===== src/rtl/cpu_pkg.sv =====
// Shared pipeline definitions for the memory-access stage and the stages around it.
package cpu_pkg;

    localparam int DW_DEF = 8;
    localparam int AW_DEF = 8;
    localparam int RW_DEF = 3;

    // Memory operation requested by execute.
    typedef enum logic [1:0] {
        MEM_NONE = 2'b00,
        MEM_LD   = 2'b01,
        MEM_ST   = 2'b10,
        MEM_RSV  = 2'b11
    } memcr_e;

    // Writeback mux select; the writeback stage decodes the same values.
    typedef enum logic [1:0] {
        WB_ALU = 2'b00,
        WB_DM  = 2'b01,
        WB_MOV = 2'b10,
        WB_EA  = 2'b11
    } wbcr_e;

    // Memory stage controller state.
    typedef enum logic {
        IDLE    = 1'b0,
        RD_WAIT = 1'b1
    } mem_state_e;

endpackage


===== src/rtl/mem_stage_if.sv =====
// EX/MEM inputs and MEM/WB outputs of the memory-access stage.
// Handshake: the EX/MEM register presents an instruction whenever ex_valid=1.
// A cycle with ex_valid=1 and mem_busy=0 consumes the instruction. While
// mem_busy=1, upstream must hold every EX/MEM input stable for one more cycle.
// Downstream sees a new instruction exactly on cycles where wb_valid=1.
interface mem_stage_if
    import cpu_pkg::*;
#(
    parameter int DW = DW_DEF,
    parameter int AW = AW_DEF,
    parameter int RW = RW_DEF
);
    logic          ex_valid;
    logic [DW-1:0] ALUD;
    logic [AW-1:0] EA;
    logic [DW-1:0] MOVD;
    logic [DW-1:0] STD;
    logic [1:0]    MEMCR;
    logic [1:0]    WBCR_in;
    logic [RW-1:0] RD_in;
    logic          RWE_in;

    logic          mem_busy;
    logic [DW-1:0] IALUD;
    logic [DW-1:0] IDM;
    logic [DW-1:0] IMOV;
    logic [DW-1:0] Iea2;
    logic [1:0]    WBCR;
    logic [RW-1:0] wb_rd;
    logic          wb_we;
    logic          wb_valid;
    logic          cr_err;

    // Execute/writeback side.
    modport master (
        output ex_valid, ALUD, EA, MOVD, STD, MEMCR, WBCR_in, RD_in, RWE_in,
        input  mem_busy, IALUD, IDM, IMOV, Iea2, WBCR, wb_rd, wb_we, wb_valid, cr_err
    );

    // Memory stage side.
    modport slave (
        input  ex_valid, ALUD, EA, MOVD, STD, MEMCR, WBCR_in, RD_in, RWE_in,
        output mem_busy, IALUD, IDM, IMOV, Iea2, WBCR, wb_rd, wb_we, wb_valid, cr_err
    );

endinterface


===== src/rtl/mem_stage_data_mem.sv =====
// Single-port data memory: synchronous write, registered read, contents not reset.
module data_mem #(
    parameter int DW = 8,
    parameter int AW = 8
) (
    input  logic          clk,
    input  logic          i_en,
    input  logic          i_we,
    input  logic [AW-1:0] i_addr,
    input  logic [DW-1:0] i_wdata,
    output logic [DW-1:0] o_rdata
);

    logic [DW-1:0] r_mem [0:(1<<AW)-1];
    logic [DW-1:0] r_rdata;

    // One access per cycle: write when i_we, otherwise a read landing next cycle.
    always_ff @(posedge clk) begin
        if (i_en) begin
            if (i_we) begin
                r_mem[i_addr] <= i_wdata;
            end else begin
                r_rdata <= r_mem[i_addr];
            end
        end
    end

    assign o_rdata = r_rdata;

endmodule


===== src/rtl/mem_stage.sv =====
// Memory-access stage: byte loads/stores and the MEM/WB pipeline register.
module mem_stage
    import cpu_pkg::*;
#(
    parameter int DW = DW_DEF,
    parameter int AW = AW_DEF,
    parameter int RW = RW_DEF
) (
    input  logic         clk,
    input  logic         rst_n,
    mem_stage_if.slave   bus,
    output mem_state_e   o_state
);

    mem_state_e    r_state;
    mem_state_e    w_next;
    memcr_e        w_cr;
    logic          w_ld;
    logic          w_pass;
    logic          w_st;
    logic          w_rsv;
    logic          w_mem_en;
    logic          w_mem_we;
    logic          w_busy;
    logic [DW-1:0] w_rdata;
    logic [DW-1:0] w_ea_ext;

    // Load holding registers, filled on the issue edge and drained from RD_WAIT.
    logic [DW-1:0] r_h_alud;
    logic [DW-1:0] r_h_movd;
    logic [DW-1:0] r_h_ea;
    logic [1:0]    r_h_wbcr;
    logic [RW-1:0] r_h_rd;
    logic          r_h_rwe;

    // MEM/WB register.
    logic [DW-1:0] r_ialud;
    logic [DW-1:0] r_idm;
    logic [DW-1:0] r_imov;
    logic [DW-1:0] r_iea2;
    logic [1:0]    r_wbcr;
    logic [RW-1:0] r_wb_rd;
    logic          r_wb_we;
    logic          r_wb_valid;
    logic          r_cr_err;

    assign w_cr     = memcr_e'(bus.MEMCR);
    assign w_ea_ext = DW'(bus.EA);

    data_mem #(.DW(DW), .AW(AW)) u_data_mem (
        .clk     (clk),
        .i_en    (w_mem_en),
        .i_we    (w_mem_we),
        .i_addr  (bus.EA),
        .i_wdata (bus.STD),
        .o_rdata (w_rdata)
    );

    // State register.
    always_ff @(posedge clk or negedge rst_n) begin
        if (!rst_n) begin
            r_state <= IDLE;
        end else begin
            r_state <= w_next;
        end
    end

    // Next state and per-cycle control; RD_WAIT ignores the EX inputs entirely.
    always_comb begin
        w_next   = r_state;
        w_ld     = 1'b0;
        w_pass   = 1'b0;
        w_st     = 1'b0;
        w_rsv    = 1'b0;
        w_mem_en = 1'b0;
        w_mem_we = 1'b0;
        w_busy   = 1'b0;
        case (r_state)
            IDLE: begin
                if (bus.ex_valid) begin
                    case (w_cr)
                        MEM_LD: begin
                            w_ld     = 1'b1;
                            w_busy   = 1'b1;
                            w_mem_en = 1'b1;
                            w_next   = RD_WAIT;
                        end
                        MEM_ST: begin
                            w_pass   = 1'b1;
                            w_st     = 1'b1;
                            w_mem_en = 1'b1;
                            w_mem_we = 1'b1;
                        end
                        MEM_RSV: begin
                            w_pass = 1'b1;
                            w_rsv  = 1'b1;
                        end
                        default: begin
                            w_pass = 1'b1;
                        end
                    endcase
                end
            end
            RD_WAIT: begin
                w_next = IDLE;
            end
            default: begin
                w_next = IDLE;
            end
        endcase
    end

    // Capture the load's side-band fields while the RAM read is in flight.
    always_ff @(posedge clk or negedge rst_n) begin
        if (!rst_n) begin
            r_h_alud <= '0;
            r_h_movd <= '0;
            r_h_ea   <= '0;
            r_h_wbcr <= '0;
            r_h_rd   <= '0;
            r_h_rwe  <= 1'b0;
        end else if (w_ld) begin
            r_h_alud <= bus.ALUD;
            r_h_movd <= bus.MOVD;
            r_h_ea   <= w_ea_ext;
            r_h_wbcr <= bus.WBCR_in;
            r_h_rd   <= bus.RD_in;
            r_h_rwe  <= bus.RWE_in;
        end
    end

    // MEM/WB register: non-loads register directly, loads complete from RD_WAIT.
    always_ff @(posedge clk or negedge rst_n) begin
        if (!rst_n) begin
            r_ialud    <= '0;
            r_idm      <= '0;
            r_imov     <= '0;
            r_iea2     <= '0;
            r_wbcr     <= '0;
            r_wb_rd    <= '0;
            r_wb_we    <= 1'b0;
            r_wb_valid <= 1'b0;
        end else if (r_state == RD_WAIT) begin
            r_ialud    <= r_h_alud;
            r_idm      <= w_rdata;
            r_imov     <= r_h_movd;
            r_iea2     <= r_h_ea;
            r_wbcr     <= r_h_wbcr;
            r_wb_rd    <= r_h_rd;
            r_wb_we    <= r_h_rwe;
            r_wb_valid <= 1'b1;
        end else if (w_pass) begin
            r_ialud    <= bus.ALUD;
            r_imov     <= bus.MOVD;
            r_iea2     <= w_ea_ext;
            r_wbcr     <= bus.WBCR_in;
            r_wb_rd    <= bus.RD_in;
            r_wb_we    <= bus.RWE_in & ~w_st;
            r_wb_valid <= 1'b1;
        end else begin
            r_wb_we    <= 1'b0;
            r_wb_valid <= 1'b0;
        end
    end

    // Sticky flag for the reserved memory-control encoding.
    always_ff @(posedge clk or negedge rst_n) begin
        if (!rst_n) begin
            r_cr_err <= 1'b0;
        end else if (w_rsv) begin
            r_cr_err <= 1'b1;
        end
    end

    assign bus.mem_busy = w_busy;
    assign bus.IALUD    = r_ialud;
    assign bus.IDM      = r_idm;
    assign bus.IMOV     = r_imov;
    assign bus.Iea2     = r_iea2;
    assign bus.WBCR     = r_wbcr;
    assign bus.wb_rd    = r_wb_rd;
    assign bus.wb_we    = r_wb_we;
    assign bus.wb_valid = r_wb_valid;
    assign bus.cr_err   = r_cr_err;
    assign o_state      = r_state;

endmodule

===== src/flat_wrapper.sv =====
// flat-port wrapper written by rule: the top's interface ports become plain ports
module mem_stage_flat import cpu_pkg::*;
#(
    parameter int DW = DW_DEF,
    parameter int AW = AW_DEF,
    parameter int RW = RW_DEF
)
  (clk, rst_n, o_state, bus_ex_valid, bus_ALUD, bus_EA, bus_MOVD, bus_STD, bus_MEMCR, bus_WBCR_in, bus_RD_in, bus_RWE_in, bus_mem_busy, bus_IALUD, bus_IDM, bus_IMOV, bus_Iea2, bus_WBCR, bus_wb_rd, bus_wb_we, bus_wb_valid, bus_cr_err);
  mem_stage_if #(.DW(DW), .AW(AW), .RW(RW)) bus_i ();
  input  logic clk;
  input  logic rst_n;
  output mem_state_e o_state;
  input wire logic [$bits(bus_i.ex_valid)-1:0] bus_ex_valid;
  input wire logic [$bits(bus_i.ALUD)-1:0] bus_ALUD;
  input wire logic [$bits(bus_i.EA)-1:0] bus_EA;
  input wire logic [$bits(bus_i.MOVD)-1:0] bus_MOVD;
  input wire logic [$bits(bus_i.STD)-1:0] bus_STD;
  input wire logic [$bits(bus_i.MEMCR)-1:0] bus_MEMCR;
  input wire logic [$bits(bus_i.WBCR_in)-1:0] bus_WBCR_in;
  input wire logic [$bits(bus_i.RD_in)-1:0] bus_RD_in;
  input wire logic [$bits(bus_i.RWE_in)-1:0] bus_RWE_in;
  output wire logic [$bits(bus_i.mem_busy)-1:0] bus_mem_busy;
  output wire logic [$bits(bus_i.IALUD)-1:0] bus_IALUD;
  output wire logic [$bits(bus_i.IDM)-1:0] bus_IDM;
  output wire logic [$bits(bus_i.IMOV)-1:0] bus_IMOV;
  output wire logic [$bits(bus_i.Iea2)-1:0] bus_Iea2;
  output wire logic [$bits(bus_i.WBCR)-1:0] bus_WBCR;
  output wire logic [$bits(bus_i.wb_rd)-1:0] bus_wb_rd;
  output wire logic [$bits(bus_i.wb_we)-1:0] bus_wb_we;
  output wire logic [$bits(bus_i.wb_valid)-1:0] bus_wb_valid;
  output wire logic [$bits(bus_i.cr_err)-1:0] bus_cr_err;
  assign bus_i.ex_valid = bus_ex_valid;
  assign bus_i.ALUD = bus_ALUD;
  assign bus_i.EA = bus_EA;
  assign bus_i.MOVD = bus_MOVD;
  assign bus_i.STD = bus_STD;
  assign bus_i.MEMCR = bus_MEMCR;
  assign bus_i.WBCR_in = bus_WBCR_in;
  assign bus_i.RD_in = bus_RD_in;
  assign bus_i.RWE_in = bus_RWE_in;
  assign bus_mem_busy = bus_i.mem_busy;
  assign bus_IALUD = bus_i.IALUD;
  assign bus_IDM = bus_i.IDM;
  assign bus_IMOV = bus_i.IMOV;
  assign bus_Iea2 = bus_i.Iea2;
  assign bus_WBCR = bus_i.WBCR;
  assign bus_wb_rd = bus_i.wb_rd;
  assign bus_wb_we = bus_i.wb_we;
  assign bus_wb_valid = bus_i.wb_valid;
  assign bus_cr_err = bus_i.cr_err;
  mem_stage #(.DW(DW), .AW(AW), .RW(RW)) u_core (.clk(clk), .rst_n(rst_n), .bus(bus_i), .o_state(o_state));
endmodule

===== config.mk =====
export PLATFORM = sky130hd
export DESIGN_NAME = mem_stage_flat
export DESIGN_NICKNAME = d
export VERILOG_FILES = /design/src/rtl/cpu_pkg.sv /design/src/rtl/mem_stage_if.sv /design/src/rtl/mem_stage_data_mem.sv /design/src/rtl/mem_stage.sv /design/src/flat_wrapper.sv
export SDC_FILE = /design/constraint.sdc
export NUM_CORES = 2
export LEC_CHECK = 0
export CORE_ASPECT_RATIO = 0.7
export CORE_MARGIN = 4
export CORE_UTILIZATION = 62
export DETAILED_ROUTE_END_ITERATION = 10
export PLACE_DENSITY = 0.79
export SYNTH_ARGS = -nofsm -noshare
export SYNTH_HDL_FRONTEND = slang
export SYNTH_SLANG_ARGS = --single-unit

===== constraint.sdc =====
create_clock -name clk -period 3.25 [get_ports clk]
set_input_delay 0.8125 -clock clk [delete_from_list [all_inputs] [get_ports clk]]
set_output_delay 0.8125 -clock clk [all_outputs]
set_load 0.01 [all_outputs]

# Yosys cells after proc, flatten, opt, wreduce, memory -nomap -nowiden
# Memories as Yosys holds them, arrays and structs flattened. A register that Yosys moved wholly into a read port is not among the register bits.
# Index checks and enable logic that the tools add are counted.
[word_totals] reg_bits=71 in_bits=43 ramBits=2048 n_memories=1
[mem_list] name="u_core.u_data_mem.r_mem" words=256 word_bits=8 rd=1 rd_clocked_by_memory_dff=1 wr=1 line="mem_stage_data_mem.sv:14" text="logic [DW-1:0] r_mem [0:(1<<AW)-1];"
[op_classes] reduce_logical=3 eq_ne=3 bitwise_logic=3 mux=33
[op_table] cell="two-way mux 8 bit" n=6
[op_table] cell="two-way mux 1 bit" n=22
[op_table] cell="two-way mux 3 bit" n=2
[op_table] cell="equality test 2 bit, second input constant" n=2
[op_table] cell="two-way mux 2 bit" n=2
[op_table] cell="equality test 2 x 1 -> 1 bit, second input constant" n=1
[op_table] cell="NOT 1 bit" n=2
[op_table] cell="case mux 1 bit (2 select lines)" n=1
[op_table] cell="AND reduction 2 bit" n=1
[op_table] cell="nonzero test 2 bit" n=1
[op_table] cell="OR reduction 2 bit" n=1
[op_table] cell="bitwise AND 1 bit" n=1

# Logic depth before layout (Yosys ltp)
[depth] ltp_word=8 mapped_depth=9 ltp_nobuf=7

# Hierarchy
# Synthesis repeated with hierarchy kept, for this count alone.
[hier_totals] cells_unflattened=3789 area_unflattened_um2=81748.4
[modules_own_cells] mod="data_mem" instances=1 cells_per_inst=3526 area_each_um2=78376.4
[modules_own_cells] mod="mem_stage" instances=1 cells_per_inst=263 area_each_um2=3372.0

# Worst setup path after synthesis
# OpenSTA, ideal clock, no wires.
[synth_path] path_type="in2reg" from="in bus_MEMCR[0]" to="mem u_core.u_data_mem.r_mem[112][0], enable pin" setup_ps=370 t_required_ps=2880 arrival_time_ps=2707 setup_slack_ps=172 path_stages=7 cell_sequence="inv_1 > ha_1 > nor4bb_1 > nor3b_1 > nand2_1 > clkbuf_1 > nor2_1"
[synth_between] elab_chain_cells=7
[synth_rtl] element="from (decl)" line="flat_wrapper.sv:18" text="input wire logic [$bits(bus_i.MEMCR)-1:0] bus_MEMCR;"
[synth_rtl] element="equality test 2 bit / equality test 2 x 1 -> 1 bit (equally long branches)" line="mem_stage.sv:81" text="case (w_cr)"
[synth_rtl] element="two-way mux 1 bit / OR reduction 2 bit (equally long branches)"
[synth_rtl] element="two-way mux 1 bit, on equally long branches" line="mem_stage.sv:80, mem_stage.sv:81"
[synth_rtl] element="two-way mux 1 bit, on equally long branches" line="mem_stage.sv:78, mem_stage.sv:80"
[synth_rtl] element="two-way mux 1 bit, on equally long branches" line="mem_stage_data_mem.sv:20, mem_stage.sv:78"
[synth_rtl] element="two-way mux 1 bit *" line="mem_stage_data_mem.sv:19" text="if (i_en) begin"
[synth_rtl] element="two-way mux 1 bit (implied by the code) *" line="mem_stage_data_mem.sv:21" text="r_mem[i_addr] <= i_wdata;"
[synth_rtl] element="to (decl)" line="mem_stage_data_mem.sv:14"
# Mark *: on every way between the ends. The rest lies on a longest branch, timed or not.

==> results.sh <==
export IMPL_status="finished, final reports clean"
export IMPL_power_density_nw_per_um2=569
export IMPL_fin_crit_ps=3220
export IMPL_die_h_um=311
export IMPL_clk_pin_slew_ps=70
export IMPL_start_util_pct=62.9
export IMPL_row_count=110
export IMPL_die_area_sq_um=137000
export IMPL_grt_max_degree=86
export IMPL_ctsHoldBuffers=0
export IMPL_yosysWarningCount=0
export IMPL_dp_hpwl_um=131000
export IMPL_cap_violations=0
export IMPL_gr_total_overflow=0
export IMPL_drive_gt1_share_pct=33.3
export IMPL_ios=85
export IMPL_rsz0062_at_grt="false"
export IMPL_place_congestion=0.888
export IMPL_antenna_left=0
export IMPL_cts_buffers=179
export IMPL_final_util_pct=73.9
export IMPL_drt_initial_drc_count=7825
export IMPL_core_sq_um=129000
export IMPL_cp_required_ps=3790
export IMPL_combPwrFrac_pct=6.0
export IMPL_drt_pre_antenna_iters=8
export IMPL_ys_types=31
export IMPL_synthesis_area_sq_um=81300
export IMPL_cpPeakStageDelay_ps=750
export IMPL_crit_path_end_kind="flip-flop"
export IMPL_seq_area_sq_um=63500
export IMPL_total_power_mw=54.4
export IMPL_clock_power_share_pct=38.3
export IMPL_skew_ps=23.0
export IMPL_cts_tree="built"
export IMPL_timing_critical_path_buf_inv=5
export IMPL_max_freq_mhz=310
export IMPL_post_route_cell_area_sq_um=95600
export IMPL_fin_cells=6380
export IMPL_p_sw_mw=11.6
export IMPL_reg2reg_depth=6
export IMPL_vias=44700
export IMPL_synth_cells=3753
export IMPL_grt_pass1_vias=44900
export IMPL_cp_max_fo=29
export IMPL_p_int_mw=42.7
export IMPL_critPathSlowestCell="o41ai_1"
export IMPL_grt_antenna_before_repair=6
export IMPL_relSlewSlack_pct=38.0
export IMPL_multiInputGateArea_sq_um=16800
export IMPL_path_common_cell="buf_4"
export IMPL_setup_violations=0
export IMPL_start_kind="input pin"
export IMPL_tightest_slew_ps=930
export IMPL_yosysSeqAreaShare_pct=78.1
export IMPL_clockBufferDepth=3
export IMPL_rr_startpoint="u_core.u_data_mem.r_mem[172][2]"
export IMPL_grt_pass1_wl_um=319000
export IMPL_seq_power_share_pct=55.7
export IMPL_htree_levels=4
export IMPL_finalHoldViolCount=0
export IMPL_port_buffers=84
export IMPL_fillerInstances=6763
export IMPL_totalWireLength_um=218000
export IMPL_ys_seq_elements=2127
export IMPL_path_class="in2reg"
export IMPL_reg2reg_slack_ps=370
export IMPL_min_period_over_period_pct=99.1
export IMPL_route_detailed_drc=0
export IMPL_hold_path_class="in2async"
export IMPL_syn_to_final_growth_pct=17.5
export IMPL_p_leak_nw=31.0
export IMPL_crit_chain="clkdlybuf4s50_1 -> buf_4 -> and2_4 -> buf_4 -> buf_4 -> a22oi_1 -> a21oi_1 -> o41ai_1 -> buf_4 -> nand4_1"
export IMPL_cpLargestDelayFamily="buffers and inverters"
export IMPL_cts_root_buf="clkbuf_16"
export IMPL_maxSlewViolCount=0
export IMPL_fin_nets=4540
export IMPL_avgSynthCellArea_sq_um=21.7
export IMPL_routed_via_density=7.01
export IMPL_startpoint="bus_EA[3]"
export IMPL_cp_arrival_ps=3760
export IMPL_die_x_um=441
export IMPL_clkLatencyLatePin_ps=810
export IMPL_grtUsageTotal_pct=32.4
export IMPL_dp_cells=6049
export IMPL_power_share_switching_pct=21.4
export IMPL_cts_sinks=2127
export IMPL_max_vdd_ir_drop_v=0.000532
export IMPL_reg2reg_to="u_core.u_data_mem.o_rdata[2]"
export IMPL_placed_cell_area_sq_um=90000
export IMPL_syn_num_nets=3799
export IMPL_wl_per_cell_um=34.1
## final cells by class
| cell class | instances | share of cell area [%] |
|---|---|---|
| clock buffers | 223 | 4.99 |
| clock inverters | 102 | 0.808 |
| inverters | 5 | 0.0196 |
| flip-flops and latches | 2127 | 66.5 |
| diodes | 6 | 0.0157 |
| repair buffers | 800 | 7.83 |
| multi-input cells | 1381 | 17.6 |
| well taps | 1736 | 2.27 |
## metal layers
layer	global-route usage [%]	part of all wire (%)
met4	11.1	3.9
met5	0	0.025
met3	8.56	13
met2	50.1	48
met1	46.0	35
## cells in the mapped netlist (all sizes together)
library cell / number / area [sq um]
a21o: 1 / 7.51
a21oi: 129 / 646
a22oi: 256 / 1920
and2: 2 / 12.5
and3: 1 / 6.26
and3b: 1 / 8.76
buf: 75 / 459
clkbuf: 165 / 619
dfrtp: 71 / 1780
edfxtp: 2056 / 61700
ha: 3 / 37.5
inv: 5 / 18.8
mux2: 38 / 428
mux2i: 29 / 290
mux4: 512 / 11500
nand2: 61 / 229
nand2b: 2 / 12.5
nand3: 4 / 20.0
nand4: 8 / 50.1
nand4b: 1 / 8.76
nor2: 260 / 976
nor2b: 7 / 43.8
nor3b: 2 / 15.0
nor4bb: 1 / 10.0
o21ai: 30 / 150
o41ai: 32 / 280
or2: 1 / 6.26
## how the worst max path moves through the flow
| stage | slack (ps) | cells past startpoint | endpoint |
|---|---|---|---|
| 5_1_grt | 30 | 6 | bus_mem_busy |
| 3_5_place_dp | -870 | 9 | u_core.u_data_mem.o_rdata[1] |
| 6_report | 30 | 10 | u_core.u_data_mem.o_rdata[3] |
| 2_1_floorplan | 170 | 7 | u_core.u_data_mem.r_mem[112][0] |
| 4_1_cts | 20 | 10 | u_core.u_data_mem.o_rdata[2] |
| 3_3_place_gp | -850 | 9 | u_core.u_data_mem.o_rdata[1] |
## layout by cell type (no fill, tap or decap), types with 44 or more instances in the layout
master / netlist / final
a21oi_1: 129 / 128
a22oi_1: 256 / 256
buf_12: 0 / 98
buf_4: 2 / 619
clkbuf_16: 0 / 185
clkdlybuf4s50_1: 0 / 73
clkinv_1: 0 / 44
dfrtp_1: 71 / 70
edfxtp_1: 2056 / 2056
mux4_2: 510 / 510
nand2_1: 61 / 46
nor2_1: 260 / 259
## repair_timing
action                                  4_1_cts  5_1_grt
endpoints found under the setup margin        2        1
resized for setup                             2        1
setup buffers                                 0        0
## power groups by stage
| stage | clock network [mW] | registers (mW) | logic (mW) |
|---|---|---|---|
| floorplan | 0 | 30.9 | 1.41 |
| global placement | 0 | 30.9 | 3.09 |
| detailed placement | 0 | 30.9 | 3.19 |
| CTS | 21.0 | 30.3 | 3.25 |
| global route | 22.3 | 30.3 | 3.42 |
| finish | 20.8 | 30.3 | 3.27 |
## registers in the layout, indices dropped and copies added (netlist names)
register	flops
u_core.r_h_movd	8
u_core.bus.IDM	8
u_core.r_h_rd	3
u_core.bus.WBCR	2
u_core.bus.wb_rd	3
u_core.u_data_mem.o_rdata	8
u_core.r_h_alud	8
u_core.bus.cr_err	1
u_core.u_data_mem.r_mem	2048
u_core.r_h_wbcr	2
u_core.bus.wb_we	1
u_core.r_h_ea	8
u_core.bus.IMOV	8
u_core.bus.IALUD	8
u_core.bus.wb_valid	1
u_core.r_h_rwe	1
u_core.bus.Iea2	8
u_core.o_state	1
## metrics by stage
stage	setup slack, ps	hold slack, ps	setup TNS, ps
after floorplan	172	448	0
after global placement	-855	447	-360840
after detailed placement	-871	448	-377790
after CTS	15.1	147	0
after global routing	31.0	183	0
final	29.2	143	0
## kinds of logic (layout without fill, tap and decap cells)
logic type	Yosys count	after routing	share of synthesized area (%)
AOI/OAI and AO/OA	448	448	3.70
buffers and inverters	245	1130	1.35
DFF	2127	2127	78.1
other	0	6	0
adders and majority gates	3	3	0.0462
muxes	579	579	15.1
and+or+nand+nor	351	351	1.72
No activity file was read; power rests on OpenSTA's default activity.
